[src/rtl/booth_pkg.sv]
// Types and sizing shared by the Booth multiplier core and its operand sequencer,
// so the operand and product widths cannot drift apart.
package booth_pkg;

    typedef enum logic [2:0] {
        ST_IDLE   = 3'd0,
        ST_LOAD_A = 3'd1,
        ST_LOAD_B = 3'd2,
        ST_WAIT   = 3'd3,
        ST_HOLD   = 3'd4
    } state_t;

    localparam int DEFAULT_N        = 9;
    localparam int DEFAULT_MAX_WAIT = 64;

    function automatic int prod_width(input int n);
        return 2 * n;
    endfunction

endpackage

[src/rtl/booth_wdog.sv]
// Clearable up-counter that saturates at MAX_WAIT-1 and flags that terminal count.
module booth_wdog #(
    parameter int MAX_WAIT = 64
) (
    input  logic clk,
    input  logic rst_n,
    input  logic clr,
    input  logic en,
    output logic tc
);
    localparam int W = $clog2(MAX_WAIT);
    localparam logic [W-1:0] TC_VAL = W'(MAX_WAIT - 1);

    logic [W-1:0] count_reg;

    always_ff @(posedge clk or negedge rst_n) begin
        if (!rst_n) begin
            count_reg <= '0;
        end else if (clr) begin
            count_reg <= '0;
        end else if (en && !tc) begin
            count_reg <= count_reg + W'(1);
        end
    end

    assign tc = (count_reg == TC_VAL);

endmodule

[src/rtl/booth_op_sequencer.sv]
// Feeds an operand pair onto the Booth core's shared bus, waits for completion
// under a watchdog, and presents the captured product over a valid/ready port.
module booth_op_sequencer
    import booth_pkg::*;
#(
    parameter int N        = DEFAULT_N,
    parameter int MAX_WAIT = DEFAULT_MAX_WAIT
) (
    input  logic                     clk,
    input  logic                     rst_n,
    input  logic                     in_valid,
    output logic                     in_ready,
    input  logic [N-1:0]             in_a,
    input  logic [N-1:0]             in_b,
    output logic                     mul_start,
    output logic [N-1:0]             mul_data,
    input  logic                     mul_done,
    input  logic [prod_width(N)-1:0] mul_product,
    output logic                     out_valid,
    input  logic                     out_ready,
    output logic [prod_width(N)-1:0] out_product,
    output logic                     timeout_err
);
    localparam int PW = prod_width(N);

    state_t        state_reg;
    state_t        state_next;
    logic [N-1:0]  a_reg;
    logic [N-1:0]  b_reg;
    logic [PW-1:0] product_reg;
    logic          timeout_reg;
    logic          accept;
    logic          capture;
    logic          expire;
    logic          wdog_tc;

    booth_wdog #(
        .MAX_WAIT (MAX_WAIT)
    ) u_wdog (
        .clk   (clk),
        .rst_n (rst_n),
        .clr   (accept),
        .en    (state_reg == ST_WAIT),
        .tc    (wdog_tc)
    );

    always_ff @(posedge clk or negedge rst_n) begin
        if (!rst_n) begin
            state_reg <= ST_IDLE;
        end else begin
            state_reg <= state_next;
        end
    end

    // Completion is checked before expiry so a done on the terminal edge still wins.
    always_comb begin
        state_next = state_reg;
        accept     = 1'b0;
        capture    = 1'b0;
        expire     = 1'b0;
        case (state_reg)
            ST_IDLE: begin
                if (in_valid) begin
                    accept     = 1'b1;
                    state_next = ST_LOAD_A;
                end
            end
            ST_LOAD_A: state_next = ST_LOAD_B;
            ST_LOAD_B: state_next = ST_WAIT;
            ST_WAIT: begin
                if (mul_done) begin
                    capture    = 1'b1;
                    state_next = ST_HOLD;
                end else if (wdog_tc) begin
                    expire     = 1'b1;
                    state_next = ST_IDLE;
                end
            end
            ST_HOLD: begin
                if (out_ready) begin
                    state_next = ST_IDLE;
                end
            end
            default: state_next = ST_IDLE;
        endcase
    end

    always_ff @(posedge clk or negedge rst_n) begin
        if (!rst_n) begin
            a_reg       <= '0;
            b_reg       <= '0;
            product_reg <= '0;
            timeout_reg <= 1'b0;
        end else begin
            timeout_reg <= expire;
            if (accept) begin
                a_reg <= in_a;
                b_reg <= in_b;
            end
            if (capture) begin
                product_reg <= mul_product;
            end
        end
    end

    always_comb begin
        mul_data = '0;
        case (state_reg)
            ST_LOAD_A:        mul_data = a_reg;
            ST_LOAD_B, ST_WAIT: mul_data = b_reg;
            default:          mul_data = '0;
        endcase
    end

    assign in_ready    = (state_reg == ST_IDLE);
    assign mul_start   = (state_reg == ST_LOAD_A);
    assign out_valid   = (state_reg == ST_HOLD);
    assign out_product = product_reg;
    assign timeout_err = timeout_reg;

endmodule

[config.mk]
export PLATFORM = sky130hd
export DESIGN_NAME = booth_op_sequencer
export DESIGN_NICKNAME = d
export VERILOG_FILES = /design/src/rtl/booth_pkg.sv /design/src/rtl/booth_wdog.sv /design/src/rtl/booth_op_sequencer.sv
export SDC_FILE = /design/constraint.sdc
export NUM_CORES = 1
export LEC_CHECK = 0
export ABC_AREA = 1
export CAP_MARGIN = 15
export CORE_ASPECT_RATIO = 1.4
export CORE_MARGIN = 4
export CORE_UTILIZATION = 49
export DETAILED_ROUTE_END_ITERATION = 10
export DONT_BUFFER_PORTS = 1
export PLACE_DENSITY = 0.72
export SYNTH_ARGS = -nofsm -noshare
export SYNTH_HDL_FRONTEND = slang
export SYNTH_SLANG_ARGS = --single-unit
[constraint.sdc]
create_clock -name clk -period 1.7 [get_ports clk]
set_clock_uncertainty 0.15 [all_clocks]
set_input_delay 0.085 -clock clk [delete_from_list [all_inputs] [get_ports clk]]
set_output_delay 0.085 -clock clk [all_outputs]
set_load 0.1 [all_outputs]
==> results.md <==
- The flow ran to the end, and the final reports show no timing, DRC or antenna violations.
- The first global-routing pass estimated 9.38 mm of wire.
- The critical path class is flop to output pin.
- Once placement finished, the instance area stood at 2540 µm².
- The count of state elements after synthesis is 46.
- The final-report setup violation count is 0.
- The synthesized netlist occupies a cell area of 2140 µm².
- The transition at the pin with the smallest max-transition slack is 829 ps.
- The origin of the critical flop-to-flop path is u_wdog.count_reg[0].
- The proportion of layout cells with a drive suffix above 1 is 0.213.
- The worst flop-to-flop path endpoint is u_wdog.count_reg[2].
- Port buffering added 0 buffers.
- Synthesis produced a netlist with a net count of 302.
- The number of global-route vias before repair was 2011.
- After clock tree synthesis, the clock-pin slew on the worst setup and hold paths is 80 ps.
- For this run, the post-layout net count is 376.
- Detailed routing inserted a total of 2001 vias.
- The portion of synthesized cell area occupied by the leading cell type is 0.537.
- The most critical setup path has its startpoint at state_reg[2].
- The final-report hold violation count came to 0.
- The core region is 4240 µm².
- The finished cells cover 3120 µm².
- The total inserted antenna cells is 0.
- Wires add up to 5.73 mm.
- The dominant combinational cell family by area after synthesis is simple AND/OR/NAND/NOR gates.
- After technology mapping, the gate count stands at 260.
- The clock period could shrink to 1650 ps.
- The fraction of synthesized cell area in xor and xnor cells is 0.00409.
- The average instance in the mapped netlist occupies 8.24 µm².
- In this run the number of H-tree levels came out at 2.
- Entering global routing, the biggest net connects 47 pins.
- After synthesis, the netlist uses 22 different library cells.
- The post-synthesis mux area share is 0.
- The area growth from synthesis to layout is 45.5%.
- The total number of yosys warnings is 0.
- In the final routed layout, each cell accounts on average for 14.6 µm.
- The initialized floorplan defines 28 standard-cell rows.
- The via-per-instance ratio is 5.09.
- The violation count after the first detailed-routing iteration is 99.
- The total congestion overflow is 0.
- The length of the first detailed-routing pass in iterations is 4.
- The die covers 5510 µm².
- The tree is rooted in a sky130_fd_sc_hd__clkbuf_8.
- The compound-gate portion of the synthesized area is 0.0140.
- The global placer's final weighted congestion is 0.807.
- The top achievable clock speed is 606 MHz.
- Sorting the synthesized cells by area gives the leading types as sky130_fd_sc_hd__dfrtp_1 54%, sky130_fd_sc_hd__nand2_1 19%, sky130_fd_sc_hd__nand3_1 13%.
- The maximum fanout along the worst path is 5.
- At the placement stage, the worst setup path has a slack of 75.7 ps.
- The flip-flop count of the largest register after layout is 18.
- For this design the top-level I/O count stands at 72.
- The tightest min-delay check is of the input port to async pin type.
- The worst-case reg-to-reg path depth is 7.
- STA puts the critical path data arrival time at 1420 ps.
- The later pin in the worst-skew pair is clocked with a latency of 300 ps.
- The worst setup path is captured at an output pin.
- The share of the yosys chip area belonging to registers is 0.537.
- TritonCTS built the clock tree.
- The antenna violation net count after detailed routing is 0.
- The overall fraction of global-route tracks in use is 0.219.
- The initial core utilization is 0.506.
- Max-cap violations in this run came to 0.
- The final max-slew violation count is 0.
- The data required time of the critical path is 1460 ps.
- The register-to-register setup slack is 120 ps.
- The number of antenna violations at the first check in global routing was 0.
- The share of the cycle needed by the critical path after routing is 0.971.
- From left edge to right edge, the die measures 63.9 µm.
- The final worst-path setup slack is 49.4 ps.
- The floorplan step set the die height to 86.3 µm.
- The final routed DRC violation total is 0.
- STA classifies the critical path startpoint as a flop.
- The final HPWL from detailed placement is 3.34 mm.
- The total clock buffers created by CTS is 5.
- Setup repair after global routing could not meet its margin everywhere.
- Measured against its own limit, the worst slew margin works out to 0.445.
- The maximum buffer depth of the clock tree is 2.
- Of all cell types, the one taking the most synthesized area is sky130_fd_sc_hd__dfrtp_1.
- The count of clock tree sinks is 46.
- Of the total synthesized cell area, the portion taken by full adders, half adders and majority gates is 0.00584.
- The fraction of the mapped netlist area in simple logic gates is 0.372.
==> cell usage in the layout (no fill, tap or decap), types with 2 or more instances in the layout <==
cell / count
sky130_fd_sc_hd__buf_6: 2
sky130_fd_sc_hd__nand2_2: 10
sky130_fd_sc_hd__nand4_1: 3
sky130_fd_sc_hd__inv_1: 8
sky130_fd_sc_hd__nand2_1: 99
sky130_fd_sc_hd__buf_4: 26
sky130_fd_sc_hd__clkbuf_8: 6
sky130_fd_sc_hd__dlygate4sd3_1: 39
sky130_fd_sc_hd__nand3_1: 53
sky130_fd_sc_hd__nand2_4: 2
sky130_fd_sc_hd__inv_4: 2
sky130_fd_sc_hd__dfrtp_1: 44
sky130_fd_sc_hd__dfrtp_2: 2
sky130_fd_sc_hd__nand3_2: 2
sky130_fd_sc_hd__nor2_1: 6
sky130_fd_sc_hd__inv_2: 2
sky130_fd_sc_hd__o21ai_1: 3
sky130_fd_sc_hd__buf_12: 10
==> repair_timing <==
action                                  CTS  global route
buffers inserted                          0             3
hold buffers                             41             0
resized for setup                         0            11
endpoints found under the hold margin    88             0
endpoints found under the setup margin    0            35
==> per-layer routing <==
metal	wire length, µm	GRT usage
met1	2200	0.253
met2	3030	0.390
met3	422	0.0558
met4	72	0.0766
met5	0	0
==> cells by family after synthesis <==
group           count (synthesis)
xor+xnor                        1
fa+ha+maj                       1
compound gates                  6
simple gates                  181
buf+inv                        25
flops                          46
==> worst max-delay path: stages (launching register included) <==
cell                         delay (ps)
sky130_fd_sc_hd__dfrtp_2            460
sky130_fd_sc_hd__inv_4               90
sky130_fd_sc_hd__nand3_4            100
sky130_fd_sc_hd__clkinvlp_4         140
sky130_fd_sc_hd__nand2_1             70
sky130_fd_sc_hd__nand2_2             80
sky130_fd_sc_hd__buf_12             170
==> cells in the mapped netlist, drive strengths merged <==
library cell and instances:
buf 10, nor2 8, nand3 56, ha 1, o21ai 4, clkbuf 3, nand4 3, inv 12
nand3b 1, a21oi 2, nand2 111, nor3 2, dfrtp 46, xor2 1
==> stage by stage <==
stage               std cells  hold WS [ps]  TNS, ps   util
CTS                       389           162        0  0.721
floorplan                 260          -361        0      -
detailed placement        342          -359        0  0.600
global route              393           180    -83.4  0.736
finish                    393           158        0  0.736
global placement          342          -360        0  0.600
==> area by class of cell <==
type                    count  area [µm²]
flip-flops and latches     46        1150
fillers                   300        1120
multi-input cells         189         902
repair buffers             79         848
clock buffers               6        82.6
well taps                  60        75.1
inverters                  12        50.0
repair inverters            1        7.51
==> how the worst max path moves through the flow <==
stage,endpoint,slack (ps),cells past startpoint
2_1_floorplan,out_valid,4,2
3_3_place_gp,u_wdog.count_reg[0],180,6
3_5_place_dp,u_wdog.count_reg[4],80,6
4_1_cts,mul_data[2],5,6
5_1_grt,mul_data[1],-20,6
6_report,mul_data[6],50,6
Power is not shown: default switching activity piles up to over one toggle a cycle in this logic, so the estimate is an artifact.
